$ cat config.mk
export PLATFORM = sky130hd
export DESIGN_NAME = pad_poller
export DESIGN_NICKNAME = d
export VERILOG_FILES = /design/src/rtl/pad_poller.sv
export SDC_FILE = /design/constraint.sdc
export NUM_CORES = 1
export LEC_CHECK = 0
export BUFFER_PORTS_ARGS = -buffer_cell sky130_fd_sc_hd__buf_2
export CAP_MARGIN = 15
export CORE_ASPECT_RATIO = 0.6
export CORE_UTILIZATION = 51
export DETAILED_ROUTE_END_ITERATION = 12
export PLACE_DENSITY = 0.76
export SYNTH_ARGS = -nofsm -noshare
export SYNTH_HDL_FRONTEND = slang
export SYNTH_SLANG_ARGS = --single-unit
$ cat constraint.sdc
create_clock -name CLK -period 1.95 [get_ports CLK]
set_input_delay 0.195 -clock CLK [delete_from_list [all_inputs] [get_ports CLK]]
set_output_delay 0.195 -clock CLK [all_outputs]
set_load 0.01 [all_outputs]
$ cat src/rtl/pad_poller.sv
// Serial NES/SNES pad poller: drives LATCH/PCLK, reads NUM_PADS pads in parallel and publishes whole frames.
// Define PAD_EDGE_EN to add registered per-frame pressed/released outputs.

module pad_poller #(
    parameter int NUM_PADS   = 2,
    parameter int BITS       = 8,
    parameter int DIV        = 6,
    parameter int ACTIVE_LOW = 1,
    parameter int AUTO       = 0
) (
    input  logic                     CLK,
    input  logic                     reset,
    input  logic                     en,
    input  logic                     start,
    input  logic [NUM_PADS-1:0]      D,
    output logic                     LATCH,
    output logic                     PCLK,
    output logic [NUM_PADS*BITS-1:0] buttons,
    output logic                     valid,
    output logic                     busy
`ifdef PAD_EDGE_EN
    ,
    output logic [NUM_PADS*BITS-1:0] pressed,
    output logic [NUM_PADS*BITS-1:0] released
`endif
);

    localparam int PW = (DIV > 1) ? $clog2(DIV) : 1;
    localparam int BW = (BITS > 1) ? $clog2(BITS) : 1;

    typedef enum logic [2:0] {
        S_IDLE,
        S_LATCH,
        S_LOW,
        S_HIGH,
        S_DONE
    } state_t;

    state_t                   state_reg, state_next;
    logic [PW-1:0]            phase_reg, phase_next;
    logic [BW-1:0]            bit_reg, bit_next;
    logic                     half_reg, half_next;
    logic                     capture;
    logic                     phase_last;

    logic                     latch_reg, pclk_reg, valid_reg, busy_reg;
    logic [NUM_PADS*BITS-1:0] buttons_reg;
    logic [NUM_PADS*BITS-1:0] shadow_all;

    assign phase_last = (phase_reg == PW'(DIV - 1));

    // Per-pad two-flop synchroniser and shadow frame; D is an asynchronous connector pin.
    genvar gi;
    generate
        for (gi = 0; gi < NUM_PADS; gi++) begin : g_pad
            logic            sync1_reg, sync2_reg;
            logic [BITS-1:0] shadow_reg;

            always_ff @(posedge CLK or posedge reset) begin
                if (reset) begin
                    sync1_reg  <= 1'b0;
                    sync2_reg  <= 1'b0;
                    shadow_reg <= '0;
                end else if (en) begin
                    sync1_reg <= D[gi];
                    sync2_reg <= sync1_reg;
                    if (capture)
                        shadow_reg[bit_reg] <= (ACTIVE_LOW != 0) ? ~sync2_reg : sync2_reg;
                end
            end

            assign shadow_all[gi*BITS +: BITS] = shadow_reg;
        end
    endgenerate

    always_comb begin
        state_next = state_reg;
        phase_next = phase_reg;
        bit_next   = bit_reg;
        half_next  = half_reg;
        capture    = 1'b0;
        case (state_reg)
            S_IDLE: begin
                phase_next = '0;
                bit_next   = '0;
                half_next  = 1'b0;
                if (start || (AUTO != 0))
                    state_next = S_LATCH;
            end
            S_LATCH: begin
                // The latch pulse is two phase-counter periods long; half_reg marks the second one.
                if (phase_last) begin
                    phase_next = '0;
                    if (half_reg) begin
                        half_next  = 1'b0;
                        bit_next   = '0;
                        state_next = S_LOW;
                    end else begin
                        half_next = 1'b1;
                    end
                end else begin
                    phase_next = phase_reg + PW'(1);
                end
            end
            S_LOW: begin
                if (phase_last) begin
                    phase_next = '0;
                    capture    = 1'b1;
                    state_next = S_HIGH;
                end else begin
                    phase_next = phase_reg + PW'(1);
                end
            end
            S_HIGH: begin
                if (phase_last) begin
                    phase_next = '0;
                    if (bit_reg == BW'(BITS - 1)) begin
                        state_next = S_DONE;
                    end else begin
                        bit_next   = bit_reg + BW'(1);
                        state_next = S_LOW;
                    end
                end else begin
                    phase_next = phase_reg + PW'(1);
                end
            end
            S_DONE: begin
                state_next = S_IDLE;
            end
            default: begin
                state_next = S_IDLE;
            end
        endcase
    end

    // Outputs are registered from the next-state decode so they line up with the state they describe.
    always_ff @(posedge CLK or posedge reset) begin
        if (reset) begin
            state_reg   <= S_IDLE;
            phase_reg   <= '0;
            bit_reg     <= '0;
            half_reg    <= 1'b0;
            latch_reg   <= 1'b0;
            pclk_reg    <= 1'b0;
            valid_reg   <= 1'b0;
            busy_reg    <= 1'b0;
            buttons_reg <= '0;
        end else if (en) begin
            state_reg <= state_next;
            phase_reg <= phase_next;
            bit_reg   <= bit_next;
            half_reg  <= half_next;
            latch_reg <= (state_next == S_LATCH);
            pclk_reg  <= (state_next == S_HIGH);
            valid_reg <= (state_next == S_DONE);
            busy_reg  <= (state_next != S_IDLE);
            if (state_next == S_DONE)
                buttons_reg <= shadow_all;
        end
    end

`ifdef PAD_EDGE_EN
    logic [NUM_PADS*BITS-1:0] pressed_reg, released_reg;

    // buttons_reg still holds the previous frame when the new one is published.
    always_ff @(posedge CLK or posedge reset) begin
        if (reset) begin
            pressed_reg  <= '0;
            released_reg <= '0;
        end else if (en && (state_next == S_DONE)) begin
            pressed_reg  <= shadow_all & ~buttons_reg;
            released_reg <= ~shadow_all & buttons_reg;
        end
    end

    assign pressed  = pressed_reg;
    assign released = released_reg;
`endif

    assign LATCH   = latch_reg;
    assign PCLK    = pclk_reg;
    assign valid   = valid_reg;
    assign busy    = busy_reg;
    assign buttons = buttons_reg;

endmodule

==> Word-level counts from Yosys, hierarchy flattened <==
Index checks and enable logic that the tools add are counted.
{ "word_totals": {"reg_bits": 50, "out_inout_bits": 20, "elab_cells": 68, "inputBits": 6} }
{ "classes": {"add_sub_neg": 2, "order_cmp": 2, "n_eq_ne": 12, "mux": 23, "bitwise_logic": 2, "reduce_logical": 12} }
{ "ops": {"columns": ["op", "n"], "rows": [
  ["$mux 3", 11],
  ["$bwmux 8", 2],
  ["$pmux 3 s4", 1],
  ["$eq 3x2->1 const B", 3],
  ["$eq 3x3->1 const B", 3],
  ["$pmux 3 s3", 1],
  ["$ne 2x2->1 const B", 4],
  ["$add 3x1->3 const B", 2],
  ["$eq 3x1->1 const B", 2],
  ["$pmux 3 s2", 1],
  ["$reduce_and 2->1", 3],
  ["$reduce_and 6->1", 1],
  ["$reduce_bool 3->1", 2],
  ["$mux 1", 5],
  ["$lt 3x4->1 const B", 1],
  ["$reduce_bool 2->1", 2],
  ["$demux 1 s3", 1],
  ["$ge 3x1->1 const B", 1],
  ["$logic_not 3->1", 1],
  ["$reduce_and 3->1", 1],
  ["$reduce_or 3->1", 1],
  ["$not 1->1", 2],
  ["$pmux 1 s2", 1],
  ["$logic_and 1x1->1", 1]
]} }

==> Logic depth before layout (Yosys ltp) <==
Gate-level depths: netlist of run 1.
{ "logic_depth": {"depth_word": 6, "depth_mapped": 6, "ltp_nobuf": 6} }

==> Worst setup path after synthesis of run 1 <==
No wires, ideal clock.
{ "synth_timing": {"path_type": "register to register", "startpoint": "reg bit_reg[0]", "endpoint": "reg bit_reg[1]", "stages_incl_launch_ff": 7, "period_less_slack_ns": 1.815, "n_path_buf": 0, "t_required_ns": 1.830, "t_arrival_ns": 1.695, "setup_ns": 0.120, "slack_ns": 0.135, "path_cell_list": "dfrtp_1 ha_1 ha_1 nand4bb_1 o2bb2a_1 and3_1 a31o_2"} }
{ "synth_between": {"elab_chain_cells": 4, "elab_cells_between_ends": 7, "cone_classes": "add/sub: 1; eq/ne: 2; mux: 3; reduce/logical: 1"} }
{ "synth_lines": {"columns": ["item", "line_no", "source"], "rows": [
  ["start: declaration", "41", "logic [BW-1:0] bit_reg, bit_next;"],
  ["start signal: assignment", "151", "bit_reg <= bit_next;"],
  ["$add 3x1->3", "120", "bit_next = bit_reg + BW'(1);"],
  ["$mux 3", "117", "if (bit_reg == BW'(BITS - 1)) begin"],
  ["$mux 3", "115", "if (phase_last) begin"],
  ["$pmux 3 s3", "82", "case (state_reg)"]
]} }
Parallel ways exist; a longest one is shown, timed or not. The select of a mux whose other input is x is not followed.
A chain may end at the register's enable or synchronous reset.

==> Worst setup path in the final report of run 1 <==
Ends and elaborated chain as after synthesis.

==> results.sh, run 1 <==
export IMPL_status="finished with violations"
export IMPL_violations="DRC"
export IMPL_nFillCells=338
export IMPL_busiest_layer="met1"
export IMPL_multi_input_area_sq_um=818.3
export IMPL_synth_cell_types=39
export IMPL_worstSetupPathType="reg2reg"
export IMPL_synth_top_cell_area_share_pct=56.88
export IMPL_gr_total_overflow=0
export IMPL_drc=1
export IMPL_synth_area_leaders="dfrtp_1 (57%), mux2_2 (11%), mux2i_1 (6.8%)"
export IMPL_fin_nets=227
export IMPL_synthArstFlopShare_pct=100.0
export IMPL_globalRouteTotalUtil_pct=21.36
export IMPL_drt_iter0_markers=92
export IMPL_use_met2_pct=29.40
export IMPL_critPathArrivalTime_ns=2.05
export IMPL_antennaDiodeCount=0
export IMPL_path_max_fanout=5
export IMPL_syn_inst=181
export IMPL_clock_sinks=50
export IMPL_synth_top_area_cell="dfrtp_1"
export IMPL_cts_setup_buffers=0
export IMPL_yosysSeqAreaShare_pct=56.88
export IMPL_drt_first_pass_iters=8
export IMPL_yosys_most_used_dff="dfrtp_1"
export IMPL_area_growth_pct=17.80
export IMPL_final_util_pct=62.87
export IMPL_ant_nets=0
export IMPL_grt_pass1_wl_mm=7.079
export IMPL_leakagePower_nw=1.334
export IMPL_antenna_found_initial=0
export IMPL_htree_levels=2
export IMPL_initial_core_util_pct=53.37
export IMPL_fp_dieW_um=86.79
export IMPL_setup_viol=0
export IMPL_slew_headroom_pct=72.18
export IMPL_rsz0062_at_grt="false"
export IMPL_setup_tns_ns=0
export IMPL_syn_area_sq_um=2200
export IMPL_gp_congestion=0.8832
export IMPL_ioPinCount=26
export IMPL_drive_above_1_share_pct=35.91
export IMPL_max_cap_viol_count=0
export IMPL_vias_per_cell=5.321
export IMPL_rows=18
export IMPL_core_sq_um=4121
export IMPL_grt_max_degree=22
export IMPL_cts_root_buffer="clkbuf_8"
export IMPL_clkTransAtPathRegs_ns=0.09
export IMPL_totalWireLength_mm=4.020
export IMPL_worst_pin_slew_ns=0.4167
export IMPL_numCtsBuffers=5
export IMPL_clockBufferDepth=2
export IMPL_slew_violations=0
export IMPL_cts_tree="built"
export IMPL_fp_dieArea_sq_um=4588
export IMPL_fmaxAchievable_mhz=539.9
export IMPL_skew_ns=0.004646
export IMPL_cp_end_kind="flop"
export IMPL_p_per_area_nw_per_um2=778.8
export IMPL_synth_nets=189
export IMPL_finalCriticalPeriod_ns=1.852
export IMPL_clk_latency_ns=0.30
export IMPL_fin_crit_sh_pct=94.98
export IMPL_worstSetupStartpointType="flop"
export IMPL_fp_dieH_um=52.87
export IMPL_required_ns=2.14
export IMPL_wl_per_cell_um=14.36
export IMPL_first_global_vias=1422
export IMPL_hp_class="in2reg"
export IMPL_timing_final_hold_violations=0
export IMPL_dpl_hpwl_mm=2.941
export IMPL_synth_avg_cell_area_sq_um=12.15
export IMPL_use_met3_pct=5.304
export IMPL_vias=1490
export IMPL_ys_warnings_count=0
export IMPL_ir_worst_vdd_mv=0.4595
export IMPL_regArea_sq_um=1252
export IMPL_yosys_register_bits=50
export IMPL_grt_met1_usage_pct=32.18
export IMPL_synth_edf_count=0
export IMPL_io_buffers=25
## report_power, final
part           switching [W]  leakage (nW)  total, W  internal, W
clock               0.000327        0.0472  0.000612     0.000285
combinational       0.000128         0.683  0.000243     0.000115
sequential         0.0000681         0.604   0.00116      0.00110
## final cells by class
cell class,instances,share of cell area (%)
clock buffer,6,3.187
clock inverter,2,0.4829
inverter,24,3.477
multi-input combinational,97,31.58
sequential,50,48.33
tap,60,2.897
timing repair buffer,41,10.04
## path summary, 6_finish.rpt
kind / startpoint / endpoint / slack (ns) / depth (start not counted)
min reg2reg: buttons[5] / buttons[5] / 0.51 / 1
max: bit_reg[0] / bit_reg[1] / 0.1 / 6
min: D[0] / g_pad[0].sync1_reg / 0.12 / 2
min in group asynchronous: reset / g_pad[0].sync1_reg / 0.43 / 3
max reg2reg: bit_reg[0] / bit_reg[1] / 0.1 / 6
max in group asynchronous: reset / g_pad[1].shadow_reg[2] / 0.92 / 4
## cell usage in the layout (no fill, tap or decap), types with 2 or more instances in the layout
cell type  synthesis  layout
dfrtp_1           50      49
buf_2              3      25
inv_1             24      23
mux2_2            21      21
mux2i_1           15      15
buf_4              1      14
o21ai_0           12      12
clkbuf_8           0       6
nand2_1            5       5
nand4_1            3       3
nand3_1            3       3
o31ai_1            3       3
nor2_1             2       2
nand4b_1           2       2
o211ai_1           2       2
a31oi_1            2       2
nand3b_1           2       2
nor3_1             2       2
o22ai_1            2       2
nor3_2             2       2
ha_1               2       2
## kinds of logic (layout without fill, tap and decap cells)
family | Yosys count | count (layout) | share of synthesized area (%)
AOI/OAI and AO/OA | 28 | 28 | 8.305
DFF | 50 | 50 | 56.88
adders and majority gates | 2 | 2 | 1.137
muxes | 36 | 36 | 17.58
buffers and inverters | 34 | 73 | 6.143
and+or+nand+nor | 31 | 31 | 9.955
## critical path, stage by stage, from the launching register on
cell and delay (ns):
dfrtp_2 0.44, ha_1 0.22, ha_1 0.19, nand4bb_1 0.21, o2bb2a_2 0.28, and3_1 0.19, a31o_2 0.22
## through the flow
step	hold WS, ns	cells	total power (W)	cell area (sq um)	worst slack, ns
after detailed placement	0.2112	271	0.001422	2480	0.06312
final	0.1221	280	0.002018	2591	0.09791
after floorplan	0.3466	181	0.001323	2200	0.1353
after global placement	0.2083	271	0.001417	2480	0.1334
after global routing	0.1241	280	0.002132	2591	0.01568
after CTS	0.1133	280	0.002039	2585	0.04510
## repair_timing
action / 4_1_cts / 5_1_grt
gates resized for setup: 0 / 3
hold buffers: 1 / 0
endpoints found under the hold margin: 19 / 0
endpoints found under the setup margin: 0 / 5
## cells in the mapped netlist, types with 3 or more instances
master	instances
dfrtp_1	50
inv_1	24
mux2_2	21
mux2i_1	15
o21ai_0	12
nand2_1	5
clkbuf_1	4
buf_2	3
nand3_1	3
nand4_1	3
o31ai_1	3
## per-layer routing
layer,share of wire [%],vias up
met2,42,46
met5,0,-
li1,-,716
met1,52,722
met4,1.0,0
met3,5.1,6
Power figures use the tool's default switching activity.
==> run 2, diff against run 1 <==
--- a/config.mk
+++ b/config.mk
@@ -5,12 +5,13 @@
 export SDC_FILE = /design/constraint.sdc
 export NUM_CORES = 1
 export LEC_CHECK = 0
+export ABC_AREA = 1
 export BUFFER_PORTS_ARGS = -buffer_cell sky130_fd_sc_hd__buf_2
 export CAP_MARGIN = 15
 export CORE_ASPECT_RATIO = 0.6
-export CORE_UTILIZATION = 51
+export CORE_UTILIZATION = 52
 export DETAILED_ROUTE_END_ITERATION = 12
-export PLACE_DENSITY = 0.76
+export PLACE_DENSITY = 0.77
 export SYNTH_ARGS = -nofsm -noshare
 export SYNTH_HDL_FRONTEND = slang
 export SYNTH_SLANG_ARGS = --single-unit
==> run 2 against run 1 <==
Compared with the run above:
- the run now ends clean
- flip-flop and latch count did not move
- die area grew 4.4%
- critical path depth grew 1
- first-iteration DRC count decreased by 11%
- design area rose by 3.1%
- critical path type unchanged
- critical endpoint is now busy
- largest cell class unchanged
==> results.sh, run 2 <==
export IMPL_finalNonFillerCells=370
export IMPL_max_stage_delay_ns=0.43
export IMPL_globalRouteTotalUtil_pct=20.60
export IMPL_leakagePower_nw=1.419
export IMPL_cts_setup_buffers=0
export IMPL_critical_path_cell_chain="ha_1 -> ha_1 -> nand4_4 -> buf_4 -> nand2_1 -> a21oi_1 -> nand2_1"
export IMPL_setup_viol=0
export IMPL_cp_slowest_cell="dfrtp_1"
export IMPL_critPathTopFamily="adder cells"
export IMPL_vias_per_cell=4.746
export IMPL_antenna_found_initial=0
export IMPL_clock_sinks=50
export IMPL_clkTransAtPathRegs_ns=0.09
export IMPL_p_per_area_nw_per_um2=935.3
export IMPL_numCtsBuffers=5
export IMPL_io_buffers=25
export IMPL_first_global_vias=1575
export IMPL_slew_violations=0
export IMPL_htree_levels=2
export IMPL_fp_dieArea_sq_um=4791
export IMPL_synth_area_leaders="dfrtp_1 (53%), nand2_1 (18%), inv_1 (4.8%)"
export IMPL_synth_top_area_cell="dfrtp_1"
export IMPL_cp_end_kind="flop"
export IMPL_worst_pin_slew_ns=0.4746
export IMPL_fp_dieH_um=54.02
export IMPL_syn_area_sq_um=2345
export IMPL_drt_iter0_markers=82
export IMPL_postCtsResizedCells=0
export IMPL_gp_congestion=0.8573
export IMPL_ys_top_cells_by_count="nand2_1 (112), dfrtp_1 (50), inv_1 (30)"
export IMPL_worstSetupPathType="reg2reg"
export IMPL_antennaDiodeCount=0
export IMPL_wl_per_cell_um=11.36
export IMPL_synth_top_cell_area_share_pct=53.36
export IMPL_cp_buffers_inverters=1
export IMPL_yosysSeqAreaShare_pct=53.36
export IMPL_core_sq_um=4212
export IMPL_worstSetupStartpointType="flop"
export IMPL_dp_cells=361
export IMPL_synth_cell_types=28
export IMPL_grt_pass1_wl_mm=7.120
export IMPL_rsz0062_at_grt="false"
export IMPL_drc=0
export IMPL_gr_total_overflow=0
export IMPL_skew_ns=0.005405
export IMPL_timing_final_hold_violations=0
export IMPL_grt_max_degree=19
export IMPL_dpl_hpwl_mm=3.248
export IMPL_total_power_w=0.002499
export IMPL_synth_edf_count=0
export IMPL_required_ns=2.15
export IMPL_multi_input_area_sq_um=924.6
export IMPL_fmaxAchievable_mhz=649.8
export IMPL_mostFrequentLayoutCell="nand2_1"
export IMPL_r2r_start="bit_reg[0]"
export IMPL_syn_inst=277
export IMPL_hp_class="in2reg"
export IMPL_clockBufferDepth=2
export IMPL_regArea_sq_um=1251
export IMPL_yosys_most_used_dff="dfrtp_1"
export IMPL_max_cap_viol_count=0
export IMPL_ys_warnings_count=0
export IMPL_yosysMostFrequentCell="nand2_1"
export IMPL_initial_core_util_pct=55.67
export IMPL_status="finished clean"
export IMPL_drive_above_1_share_pct=20.65
export IMPL_slew_headroom_pct=68.32
export IMPL_crit_path_start="bit_reg[0]"
export IMPL_cts_tree="built"
export IMPL_rows=18
export IMPL_area_growth_pct=13.93
export IMPL_setup_tns_ns=0
export IMPL_mostFrequentLayoutCells="nand2_1 (112), dfrtp_1 (50), inv_1 (29), buf_2 (25), o21ai_1 (20)"
export IMPL_fp_dieW_um=88.69
export IMPL_yosys_register_bits=50
export IMPL_clk_latency_ns=0.31
export IMPL_drt_first_pass_iters=4
export IMPL_vias=1756
export IMPL_finalCriticalPeriod_ns=1.539
export IMPL_ioPinCount=26
export IMPL_critPathArrivalTime_ns=1.74
export IMPL_path_max_fanout=17
export IMPL_synth_avg_cell_area_sq_um=8.465
export IMPL_fin_crit_sh_pct=78.92
export IMPL_synthArstFlopShare_pct=100.0
export IMPL_worstHoldStart="D[0]"
export IMPL_totalWireLength_mm=4.203
export IMPL_fin_nets=317
export IMPL_synth_nets=285
export IMPL_ir_worst_vdd_mv=0.4734
export IMPL_nFillCells=369
export IMPL_cts_root_buffer="clkbuf_8"
export IMPL_ant_nets=0
## run 2: cell count changes after synthesis, moves of 7 or more
cell / delta
mux2i_1: -15
nor2_1: +7
nand2_1: +107
mux2_2: -21
o21ai_1: +20
o21ai_0: -7
## run 2: worst min-delay path: stages
cell	delay, ns
buf_2	0.08
nand2_1	0.04
nand2_1	0.05
## run 2: through the flow
step / setup slack, ns / area (sq um) / util (%) / hold slack, ns
2_1_floorplan: 0.5538 / 2345 / - / 0.3116
3_3_place_gp: 0.4499 / 2549 / 60.52 / 0.1791
3_5_place_dp: 0.4136 / 2549 / 60.52 / 0.1808
4_1_cts: 0.3986 / 2671 / 63.43 / 0.08314
5_1_grt: 0.2639 / 2671 / 63.43 / 0.09761
6_report: 0.4111 / 2671 / 63.43 / 0.08893
## run 2: cell type report
type / instances / share of cell area, %
Clock buffer: 5 / 2.576
Clock inverter: 3 / 1.639
Inverter: 36 / 5.059
Multi-Input combinational cell: 185 / 34.61
Sequential cell: 50 / 46.84
Tap cell: 60 / 2.810
Timing Repair Buffer: 31 / 6.464
## run 2: path summary, 6_finish.rpt
kind                       cells past startpoint                     end  slack [ns]
setup / recovery                               7                    busy        0.41
hold / removal                                 3      g_pad[0].sync1_reg        0.09
setup reg to reg                               7                    busy        0.41
hold reg to reg                                2  g_pad[1].shadow_reg[0]        0.48
max in group asynchronous                      4  g_pad[1].shadow_reg[4]        1.02
min in group asynchronous                      3             buttons[13]        0.39
## run 2: layer usage
layer / track usage (%) / part of all wire [%] / up-vias
li1: - / - / 927
met1: 30.16 / 55 / 790
met2: 29.23 / 40 / 33
met3: 5.215 / 4.3 / 6
met4: 7.796 / 1.0 / 0
met5: 0 / 0 / -
## run 2: what timing repair did
action / 4_1_cts / 5_1_grt
hold buffers: 1 / 0
hold endpoints to repair: 16 / 0
setup endpoints to repair: 0 / 0
## run 2: cell families (layout without fill, tap and decap cells)
family                   after synthesis  count (layout)  synth area share [%]
AO/OA/AOI/OAI                         31              31                 6.831
XOR/XNOR                               1               1                0.3736
adder cells (fa/ha/maj)                2               2                 1.067
buffers and inverters                 42              75                 7.203
flip-flops                            50              50                 53.36
AND/OR/NAND/NOR                      151             151                 31.16
## run 2: where the power goes
group	switching, W	internal, W	total, W
clock network	0.000345	0.000384	0.000730
registers	0.000111	0.00114	0.00125
logic	0.000352	0.000166	0.000518
